<file path="src/rtl/pillar_mem_pkg.sv">
// Shared widths, port-select enum and response record for the fetch/data memory arbiter.
package pillar_mem_pkg;

    localparam int DEF_DATA_W = 32;
    localparam int DEF_ADDR_W = 32;

    typedef enum logic {
        PORT_IF = 1'b0,
        PORT_D  = 1'b1
    } port_e;

    // Response is sized by the package default data width.
    typedef struct packed {
        logic                  valid;
        logic                  err;
        logic [DEF_DATA_W-1:0] rdata;
    } resp_t;

endpackage

</file>
<file path="src/rtl/mem_arb_pick.sv">
// Grant decision for the two-port memory arbiter; purely combinational, one-hot out.
// MEM_ARB_ROUND_ROBIN_EN: contention goes to the port not granted last; otherwise data wins unless fetch is starving.
module mem_arb_pick
    import pillar_mem_pkg::*;
(
    input  logic [1:0] req_i,
    input  port_e      last_win_i,
    input  logic       starve_i,
    output logic [1:0] gnt_o
);

    port_e cont_win;

`ifdef MEM_ARB_ROUND_ROBIN_EN
    logic unused_starve;
    assign unused_starve = starve_i;
    assign cont_win      = (last_win_i == PORT_D) ? PORT_IF : PORT_D;
`else
    logic unused_last;
    assign unused_last = last_win_i;
    assign cont_win    = starve_i ? PORT_IF : PORT_D;
`endif

    always_comb begin
        gnt_o = req_i;
        if (&req_i) begin
            gnt_o           = '0;
            gnt_o[cont_win] = 1'b1;
        end
    end

endmodule

</file>
<file path="src/rtl/mem_arbiter.sv">
// Fetch/data arbiter in front of a single-port RAM: one access per cycle, read latency 1.
// Define MEM_ARB_ROUND_ROBIN_EN for round-robin arbitration (no starve counter).
module mem_arbiter
    import pillar_mem_pkg::*;
#(
    parameter int DATA_W       = DEF_DATA_W,
    parameter int ADDR_W       = DEF_ADDR_W,
    parameter int RAM_WORDS    = 65537,
    parameter int STARVE_LIMIT = 4
) (
    input  logic              clk,
    input  logic              reset,
    input  logic              if_req,
    input  logic [ADDR_W-1:0] if_addr,
    output logic              if_gnt,
    output logic              if_rvalid,
    output logic [DATA_W-1:0] if_rdata,
    input  logic              d_req,
    input  logic              d_we,
    input  logic [ADDR_W-1:0] d_addr,
    input  logic [DATA_W-1:0] d_wdata,
    output logic              d_gnt,
    output logic              d_rvalid,
    output logic [DATA_W-1:0] d_rdata,
    output logic              d_err,
    output logic              ram_we,
    output logic [ADDR_W-1:0] ram_addr,
    output logic [DATA_W-1:0] ram_wdata,
    input  logic [DATA_W-1:0] ram_rdata
);

    localparam logic [63:0] RAM_LIM = 64'(RAM_WORDS);

    logic [1:0]        req, gnt;
    logic              gnt_if, gnt_d, sel_oor, ram_drive, starve;
    logic [ADDR_W-1:0] sel_addr, ram_addr_q, ram_addr_d;
    logic [DATA_W-1:0] ram_wdata_q, ram_wdata_d;
    port_e             last_q, last_d;
    resp_t             if_resp_q, if_resp_d, d_resp_q, d_resp_d;
    logic              unused_if_err;

    // Reset masks requests so a grant in the reset cycle never happens.
    always_comb begin
        req          = '0;
        req[PORT_IF] = if_req & ~reset;
        req[PORT_D]  = d_req & ~reset;
    end

    mem_arb_pick u_pick (
        .req_i      (req),
        .last_win_i (last_q),
        .starve_i   (starve),
        .gnt_o      (gnt)
    );

    assign gnt_if    = gnt[PORT_IF];
    assign gnt_d     = gnt[PORT_D];
    assign sel_addr  = gnt_d ? d_addr : if_addr;
    assign sel_oor   = 64'(sel_addr) >= RAM_LIM;
    assign ram_drive = (gnt_if || gnt_d) && !sel_oor;

`ifdef MEM_ARB_ROUND_ROBIN_EN
    assign starve = 1'b0;
`else
    logic [2:0] starve_q, starve_d;

    always_comb begin
        starve_d = '0;
        if (if_req && !gnt_if)
            starve_d = (starve_q == 3'd7) ? starve_q : starve_q + 3'd1;
    end

    always_ff @(posedge clk) begin
        if (reset) starve_q <= '0;
        else       starve_q <= starve_d;
    end

    assign starve = 32'(starve_q) >= STARVE_LIMIT;
`endif

    always_comb begin
        ram_addr_d  = ram_addr_q;
        ram_wdata_d = ram_wdata_q;
        if (ram_drive) begin
            ram_addr_d = sel_addr;
            if (gnt_d) ram_wdata_d = d_wdata;
        end

        if_resp_d       = '0;
        if_resp_d.valid = gnt_if;
        if_resp_d.rdata = (gnt_if && !sel_oor) ? ram_rdata : '0;

        d_resp_d        = '0;
        d_resp_d.valid  = gnt_d;
        d_resp_d.err    = gnt_d && sel_oor;
        d_resp_d.rdata  = (gnt_d && !d_we && !sel_oor) ? ram_rdata : '0;

        last_d = last_q;
        if (gnt_d)       last_d = PORT_D;
        else if (gnt_if) last_d = PORT_IF;
    end

    always_ff @(posedge clk) begin
        if (reset) begin
            ram_addr_q  <= '0;
            ram_wdata_q <= '0;
            if_resp_q   <= '0;
            d_resp_q    <= '0;
            last_q      <= PORT_IF;
        end else begin
            ram_addr_q  <= ram_addr_d;
            ram_wdata_q <= ram_wdata_d;
            if_resp_q   <= if_resp_d;
            d_resp_q    <= d_resp_d;
            last_q      <= last_d;
        end
    end

    assign unused_if_err = if_resp_q.err;

    assign if_gnt    = gnt_if;
    assign d_gnt     = gnt_d;
    assign ram_we    = gnt_d && d_we && !sel_oor;
    assign ram_addr  = reset ? '0 : ram_addr_d;
    assign ram_wdata = reset ? '0 : ram_wdata_d;
    assign if_rvalid = if_resp_q.valid && !reset;
    assign if_rdata  = reset ? '0 : if_resp_q.rdata;
    assign d_rvalid  = d_resp_q.valid && !reset;
    assign d_err     = d_resp_q.err && !reset;
    assign d_rdata   = reset ? '0 : d_resp_q.rdata;

endmodule

</file>
<file path="config.mk">
export PLATFORM = sky130hd
export DESIGN_NAME = mem_arbiter
export DESIGN_NICKNAME = d
export VERILOG_FILES = /design/src/rtl/pillar_mem_pkg.sv /design/src/rtl/mem_arb_pick.sv /design/src/rtl/mem_arbiter.sv
export SDC_FILE = /design/constraint.sdc
export NUM_CORES = 1
export LEC_CHECK = 0
export CAP_MARGIN = 5
export CORE_MARGIN = 3
export CORE_UTILIZATION = 43
export CTS_CLUSTER_DIAMETER = 40
export CTS_CLUSTER_SIZE = 30
export DETAILED_ROUTE_END_ITERATION = 8
export PLACE_DENSITY = 0.85
export RECOVER_POWER = 50
export SETUP_SLACK_MARGIN = 0.2
export SYNTH_ARGS = -nofsm -noshare
export SYNTH_HDL_FRONTEND = slang
export SYNTH_HIERARCHICAL = 1
export SYNTH_SLANG_ARGS = --single-unit
</file>
<file path="constraint.sdc">
create_clock -name clk -period 11 [get_ports clk]
set_clock_uncertainty 0.15 [all_clocks]
set_input_delay 2.75 -clock clk [delete_from_list [all_inputs] [get_ports clk]]
set_output_delay 2.75 -clock clk [all_outputs]
set_load 0.01 [all_outputs]
</file>
==> impl_metrics.json <==
{
  "seq_power_share_pct": 42.3,
  "p_switching_w": 0.000256,
  "io_buffers": 266,
  "clock-sinks": 134,
  "cap_viol_max_count": 2,
  "cts_max_level": 4,
  "hold_viol": 0,
  "power_frac_comb_pct": 7.6,
  "p_sw_share_pct": 22.2,
  "rsz0062_at_grt": "no",
  "core_area_sq_mm": 0.0117,
  "grt_usage_pct": 24.8,
  "tightest_slew_ns": 2.12,
  "area_delta_synth_final_pct": 60.6,
  "post_cts_buffers": 0,
  "drt_pass1_iterations": 5,
  "hold_path.class": "flop to flop",
  "critPathLaunchType": "input pin",
  "cts_hold_buf": 0,
  "vias_per_cell": 5.32,
  "grt_max_degree": 118,
  "finalSetupViolCount": 0,
  "cts_buffer_depth": 2,
  "synthesis.instances": 547,
  "power.internal_w": 0.000895,
  "end_kind": "output pin",
  "num_vias": 5025,
  "cts_root_buf": "clkbuf_16",
  "fmax_mhz": 99.6,
  "drt_iter0_drc": 437,
  "dieArea_sq_mm": 0.0137,
  "drc": 0,
  "grt_first_pass_wirelength_mm": 26.4,
  "avgSynthCellArea_sq_um": 9.66,
  "die_w_um": 117,
  "period_share_pct": 91.3,
  "syn_nets": 683,
  "die_h_um": 117,
  "cts_made_buffers": 17,
  "hpwl_mm": 12.3,
  "finalSetupTns_ns": 0,
  "required_ns": 8.10,
  "cts_resized": 0,
  "drtAntennaViolNets": 0,
  "start_util_pct": 45.1,
  "grt.overflow.total": 0,
  "final_cells": 944,
  "postLayoutCellArea_sq_mm": 0.00848,
  "finalCriticalPeriod_ns": 10.05,
  "rows": 39,
  "maxSlewHeadroom_pct": -41.6,
  "grt_pass1_vias": 5114,
  "seq_area_sq_mm": 0.00268,
  "yosysWarnings": 6,
  "power_per_cell_area_mw_per_mm2": 136,
  "final_nets": 924,
  "path_clk_slew_ns": 0.06,
  "layout_setup_ws_ns": 0.955,
  "dp.cells": 912,
  "wl_per_cell_um": 18.5,
  "multi_input_area_sq_mm": 0.00229,
  "drive_gt1_share_pct": 6.87,
  "leakage_nw": 3.08,
  "cts_tree": "built",
  "worstSetupPathType": "input pin to output pin",
  "clk_latency_ns": 0.40,
  "pre_cts_slack_ns": 1.49,
  "cp.arrival_ns": 7.15,
  "antenna_cells": 0,
  "cp_max_fo": 35,
  "fillers": 868,
  "wl_mm": 17.5,
  "violations": "max-capacitance violations, max-slew violations",
  "final_util_pct": 72.4,
  "status": "finished, violations left",
  "io_pins": 267,
  "placed_area_sq_mm": 0.00795,
  "place.gp.congestion": 0.934,
  "syn_area_sq_mm": 0.00528,
  "power_frac_clock_pct": 50.1,
  "ir_worst_vdd_mv": 0.127,
  "antenna_found_initial": 0,
  "finalMaxSlewViolations": 67
}
==> per-stage QoR <==
step	hold WS, ns	total power (W)
after CTS	0.327	0.00116
after floorplan	0.340	0.000526
after global routing	0.341	0.00118
after global placement	0.314	0.000583
after detailed placement	0.318	0.000585
final	0.326	0.00115
==> placed cells by master (no fill, tap or decap), types with 4 or more instances in the layout <==
| cell | count |
|---|---|
| nor4_1 | 15 |
| buf_4 | 6 |
| and3_1 | 33 |
| o221a_1 | 6 |
| nand3_1 | 32 |
| clkdlybuf4s50_1 | 264 |
| o221a_2 | 10 |
| nor2_1 | 21 |
| a21oi_1 | 48 |
| clkinvlp_4 | 4 |
| inv_1 | 5 |
| clkbuf_16 | 17 |
| o21ai_0 | 32 |
| nor3b_1 | 45 |
| nor2b_1 | 87 |
| dfxtp_1 | 134 |
==> flip-flops by register name (all words and copies together), names as in the netlist <==
name         flops
if_resp_q       33
ram_addr_q      32
d_resp_q        34
ram_wdata_q     32
starve_q         3
==> final timing paths <==
| path | startpoint | endpoint | slack [ns] | depth (start not counted) |
|---|---|---|---|---|
| setup / recovery | if_req | ram_addr[2] | 0.95 | 11 |
| hold / removal | ram_addr_q[26] | ram_addr_q[26] | 0.33 | 1 |
| setup reg to reg | starve_q[2] | d_resp_q[6] | 6.58 | 7 |
| hold reg to reg | ram_addr_q[26] | ram_addr_q[26] | 0.33 | 1 |
==> layer usage <==
layer,track usage (%),up-vias,share of wire [%]
met3,7.20,36,7.0
met5,0,-,0
met1,27.7,2393,38
met4,9.25,0,2.8
li1,-,2390,-
met2,44.6,206,52
==> critical path, cell delays in order <==
cell	delay [ns]
dlygate4sd3_1	0.53
nor2b_1	0.15
a21boi_0	0.43
buf_4	0.39
nor4b_1	0.33
nand4_1	0.13
buf_4	0.26
o32ai_4	0.36
clkbuf_1	0.87
o221a_2	0.36
clkdlybuf4s50_1	0.56
==> power by group through the flow <==
stage          clock, W  sequential [W]  combinational [W]
5_1_grt        0.000604        0.000486          0.0000936
2_1_floorplan         0        0.000497          0.0000293
3_5_place_dp          0        0.000497          0.0000879
3_3_place_gp          0        0.000497          0.0000858
6_report       0.000577        0.000486          0.0000878
4_1_cts        0.000583        0.000486          0.0000884
==> layout make-up <==
cell class / instances / area share, %
Clock buffer: 17 / 5.01
Clock inverter: 15 / 2.11
Inverter: 6 / 0.265
Multi-Input combinational cell: 355 / 26.9
Sequential cell: 134 / 31.6
Tap cell: 143 / 2.11
Timing Repair Buffer: 274 / 31.9
Note: power is estimated with default switching activity, not from simulation.
